File: config.mk
export PLATFORM = sky130hd
export DESIGN_NAME = internal_fifo_word_unpacker
export DESIGN_NICKNAME = d
export VERILOG_FILES = /design/src/rtl/internal_fifo_word_unpacker.sv
export SDC_FILE = /design/constraint.sdc
export NUM_CORES = 1
export LEC_CHECK = 0
export CORE_ASPECT_RATIO = 0.5
export CORE_MARGIN = 2
export CORE_UTILIZATION = 49
export DETAILED_ROUTE_END_ITERATION = 16
export GPL_TIMING_DRIVEN = 0
export PLACE_DENSITY = 0.95
export SLEW_MARGIN = 20
export SYNTH_ARGS = -nofsm -noshare
export SYNTH_HDL_FRONTEND = slang
export SYNTH_SLANG_ARGS = --single-unit
File: constraint.sdc
create_clock -name clock -period 3.5 [get_ports clock]
set_input_delay 0.525 -clock clock [delete_from_list [all_inputs] [get_ports clock]]
set_output_delay 0.525 -clock clock [all_outputs]
set_load 0.1 [all_outputs]
File: src/rtl/internal_fifo_word_unpacker.sv
// internal_fifo_word_unpacker
// Drains a show-ahead FIFO read port and replays each wide word as a
// sequence of narrow beats on a valid/ready interface. The pop decision
// comes only from registered holding state plus in_empty/out_ready, so
// in_rdreq stays one AND level away from the consumer's ready.
module internal_fifo_word_unpacker #(
  parameter  int OUT_WIDTH = 8,
  parameter  int RATIO     = 4,
  parameter  int VAR_LEN   = 0,
  parameter  int LSB_FIRST = 1,
  localparam int CW        = ($clog2(RATIO) > 1) ? $clog2(RATIO) : 1,
  localparam int PW        = RATIO * OUT_WIDTH,
  localparam int IN_WIDTH  = PW + ((VAR_LEN != 0) ? CW : 0)
) (
  input  logic                 clock,
  input  logic                 rst,
  input  logic                 in_empty,
  input  logic [IN_WIDTH-1:0]  in_q,
  output logic                 in_rdreq,
  output logic                 out_valid,
  input  logic                 out_ready,
  output logic [OUT_WIDTH-1:0] out_data,
  output logic                 out_last,
  output logic                 error_out
);

  typedef enum logic {
    IDLE = 1'b0,
    SEND = 1'b1
  } StateT;

  localparam logic [CW-1:0] MaxIdx = CW'(RATIO - 1);

  StateT         r_state;
  StateT         w_nextState;
  logic [PW-1:0] r_holdQ;
  logic [CW-1:0] r_beatIdx;
  logic [CW-1:0] r_lastIdx;
  logic          r_error;

  logic          w_holdValid;
  logic          w_accept;
  logic          w_atLast;
  logic          w_done;
  logic          w_rdreq;
  logic [CW-1:0] w_count;
  logic          w_countErr;
  logic [CW-1:0] w_loadIdx;
  logic [PW-1:0] w_payload;

  // Split the FIFO head into payload and (optionally) the beats-1 field.
  // An oversized count is flagged and clamped to a full word.
  assign w_payload = in_q[PW-1:0];

  if (VAR_LEN != 0) begin : g_varLen
    assign w_count    = in_q[IN_WIDTH-1 -: CW];
    assign w_countErr = (w_count > MaxIdx);
  end else begin : g_fixedLen
    assign w_count    = MaxIdx;
    assign w_countErr = 1'b0;
  end

  assign w_loadIdx = w_countErr ? MaxIdx : w_count;

  // Handshake terms. A pop happens when nothing is held or when the last
  // beat of the held word leaves this cycle, giving bubble-free words.
  assign w_holdValid = (r_state == SEND);
  assign w_accept    = w_holdValid & out_ready;
  assign w_atLast    = (r_beatIdx == r_lastIdx);
  assign w_done      = w_accept & w_atLast;
  assign w_rdreq     = !rst & !in_empty & (!w_holdValid | w_done);

  assign in_rdreq  = w_rdreq;
  assign out_valid = w_holdValid;
  assign out_last  = w_holdValid & w_atLast;
  assign error_out = r_error;

  // Next state: a pop always (re)fills the holding stage; finishing a word
  // without a replacement returns to IDLE.
  always_comb begin
    w_nextState = r_state;
    if (w_rdreq) begin
      w_nextState = SEND;
    end else if (w_done) begin
      w_nextState = IDLE;
    end
  end

  // State register; reset drops any partially sent word.
  always_ff @(posedge clock) begin
    if (rst) begin
      r_state <= IDLE;
    end else begin
      r_state <= w_nextState;
    end
  end

  // Beat counters and the registered count-error pulse.
  always_ff @(posedge clock) begin
    if (rst) begin
      r_beatIdx <= '0;
      r_lastIdx <= '0;
      r_error   <= 1'b0;
    end else begin
      r_error <= w_rdreq & w_countErr;
      if (w_rdreq) begin
        r_beatIdx <= '0;
        r_lastIdx <= w_loadIdx;
      end else if (w_accept && !w_atLast) begin
        r_beatIdx <= r_beatIdx + 1'b1;
      end
    end
  end

  // Payload capture; contents are meaningless while IDLE so no reset is needed.
  always_ff @(posedge clock) begin
    if (w_rdreq) begin
      r_holdQ <= w_payload;
    end
  end

  // Select the current beat slice in the configured order.
  always_comb begin
    out_data = '0;
    for (int b = 0; b < RATIO; b++) begin
      if (r_beatIdx == CW'(b)) begin
        if (LSB_FIRST != 0) begin
          out_data = r_holdQ[b*OUT_WIDTH +: OUT_WIDTH];
        end else begin
          out_data = r_holdQ[(RATIO-1-b)*OUT_WIDTH +: OUT_WIDTH];
        end
      end
    end
  end

endmodule

==> results.yml <==
synthesis:
  synth_top_area_share_pct: 62.8
  synth-edff-count: 32
  yosys.area.top_type: "edfxtp_1"
  netlist_area_mm2: 0.00153
  yosysWarnings: 0
  netlist_instances: 109
  syn-num-nets: 149
  postSynthAreaPerCell_um2: 14.0
  ys_ff_latch: 36
  async_reset_ff_share_pct: 0
  netlist_top_cells_area: "edfxtp_1, dfxtp_1, a221oi_1"
  yosysSeqAreaShare_pct: 68.0
  synth_cell_type_count: 32
  synth_top_flop_cell: "edfxtp_1"
clock_network:
  cts_tree: "built"
  post-cts-setup-buffer-count: 0
  cts-root-buf: "clkbuf_8"
  clk_pin_slew_worst_paths_ns: 0.06
  cts_buffers: 5
  clock_latency_ns: 0.29
  htree_levels: 2
  clockBufferDepth: 2
  cts_sinks: 36
floorplanning:
  num_rows: 14
  fp.dieW_um: 83.0
  ios: 48
  core_mm2: 0.00300
  die_h_um: 43.5
  die_area_mm2: 0.00361
  initial_utilization_pct: 51.1
timing:
  tightestPinTransition_ns: 0.963
  fmax_mhz: 299
  setup_ws_ns: 0.157
  rsz0062_at_grt: "no"
  fin_skew_ns: 0.00484
  maxSlewHeadroom_pct: 35.6
  finalSetupTns_ns: 0
  hold_ws_ns: 0.609
  finalHoldViolations: 0
  final-max-slew-violation-count: 0
  period_share_pct: 95.5
  setup_viol_count_final: 0
  fin_crit_ns: 3.34
routing:
  post_drt_wl_per_cell_um: 17.8
  post-route-drc-count: 0
  drtAntennaViolNets: 0
  vias_per_cell: 5.48
  drt_iter0_drc: 99
  route.vias.total: 1106
  firstDrtPassIters: 4
  drt_wl_total_mm: 3.59
placed_design:
  hpwl_mm: 2.38
  gp_congestion: 0.742
  pre_cts_slack_ns: -0.741
  placed_area_mm2: 0.00208
  io_buffers: 46
critical_path:
  critPathRequiredTime_ns: 2.97
  worstPathArrival_ns: 2.82
  critPathMaxFanout: 33
  setup.worst_path.class: "primary input to output pin"
  start_kind: "primary input"
  cp-end-kind: "output pin"
final_layout:
  final_nets: 202
  final_cell_mix: "clkdlybuf4s50_1, edfxtp_1, nand2_1, nor2b_1"
  layout_commonest_cell: "clkdlybuf4s50_1"
  n_antenna_cell: 0
  area_growth_syn_to_layout_pct: 39.7
  fin_area_mm2: 0.00214
  drive_gt1_share_pct: 17.3
power:
  max-vdd-ir-drop_v: 0.000224
  p_leak_nw: 0.752
  p_per_area_mw_per_mm2: 435
hold_path:
  hold_path.class: "flop to flop"
global_routing:
  grt_pass1_vias: 1157
  grt_max_degree: 34
  grt_pass1_wl_mm: 5.72
  track_usage_pct: 21.8
  antenna_found_initial: 0
  grt_remaining_overflow: 0
status:
  status: "completed"
job:
  maxCapViolCount: 0
[cell families (layout without fill, tap and decap cells)]
family          count (synthesis)  after routing  share of synthesized area [%]
fa+ha+maj                       4              4                           3.27
compound gates                 29             29                           14.5
buf+inv                        10             63                           3.27
simple gates                   29             29                           10.7
flops                          36             36                           68.0
other cells                     1              1                          0.245
[metal layers]
metal | GRT usage, % | vias up | part of all wire [%]
met3 | 8.76 | 10 | 5.1
met4 | 10.2 | 0 | 2.4
met2 | 39.2 | 38 | 52
met1 | 23.5 | 535 | 40
li1 | - | 523 | -
met5 | 0 | - | 0
[synth_stat cells (2+ instances only)]
cell type,count
a21oi_1,5
a221oi_1,7
and3_1,2
clkbuf_1,4
dfxtp_1,4
edfxtp_1,32
ha_1,4
inv_1,3
nand2_1,10
nand3_1,2
nor2b_1,9
o31ai_1,7
[critical path, stage by stage]
cell,delay [ns]
clkdlybuf4s50_1,0.58
or4b_4,0.50
a31oi_2,0.19
and2b_4,0.49
buf_2,0.52
[what timing repair did]
action	in CTS	in global routing
hold buffers	0	0
gates resized for setup	20	10
setup endpoints to repair	9	6
[registers in the layout, indices dropped and copies added, names as in the netlist]
name / cells
out_valid: 1
r_beatIdx: 2
r_holdQ: 32
r_lastIdx: 1
[through the flow]
stage               total power (W)  std cells  util (%)
finish                     0.000929        202      71.3
global route               0.000951        202      71.3
CTS                        0.000932        202      72.1
detailed placement         0.000665        195      69.3
global placement           0.000661        195      69.3
floorplan                  0.000601        109         -
[final cells by class]
class | instances | area, um2
repair buffers | 46 | 439
flip-flops and latches | 36 | 1040
multi-input cells | 63 | 479
well taps | 40 | 50.0
plain buffers | 7 | 38.8
clock inverters | 1 | 5.00
fillers | 195 | 858
inverters | 3 | 11.3
clock buffers | 6 | 72.6
[where the power goes]
part / total, W / internal, W / switching, W
logic: 0.000157 / 0.0000588 / 0.0000980
registers: 0.000497 / 0.000489 / 0.00000740
clock network: 0.000276 / 0.000135 / 0.000141
[final timing paths]
path / startpoint / endpoint / slack, ns / cells after the start
worst max-delay path: out_ready / in_rdreq / 0.16 / 5
worst min-delay path: r_lastIdx[0] / r_lastIdx[0] / 0.61 / 1
worst min register to register: r_lastIdx[0] / r_lastIdx[0] / 0.61 / 1
worst max register to register: r_beatIdx[1] / r_holdQ[19] / 1.47 / 3
Note: power is estimated with default switching activity, not from simulation.
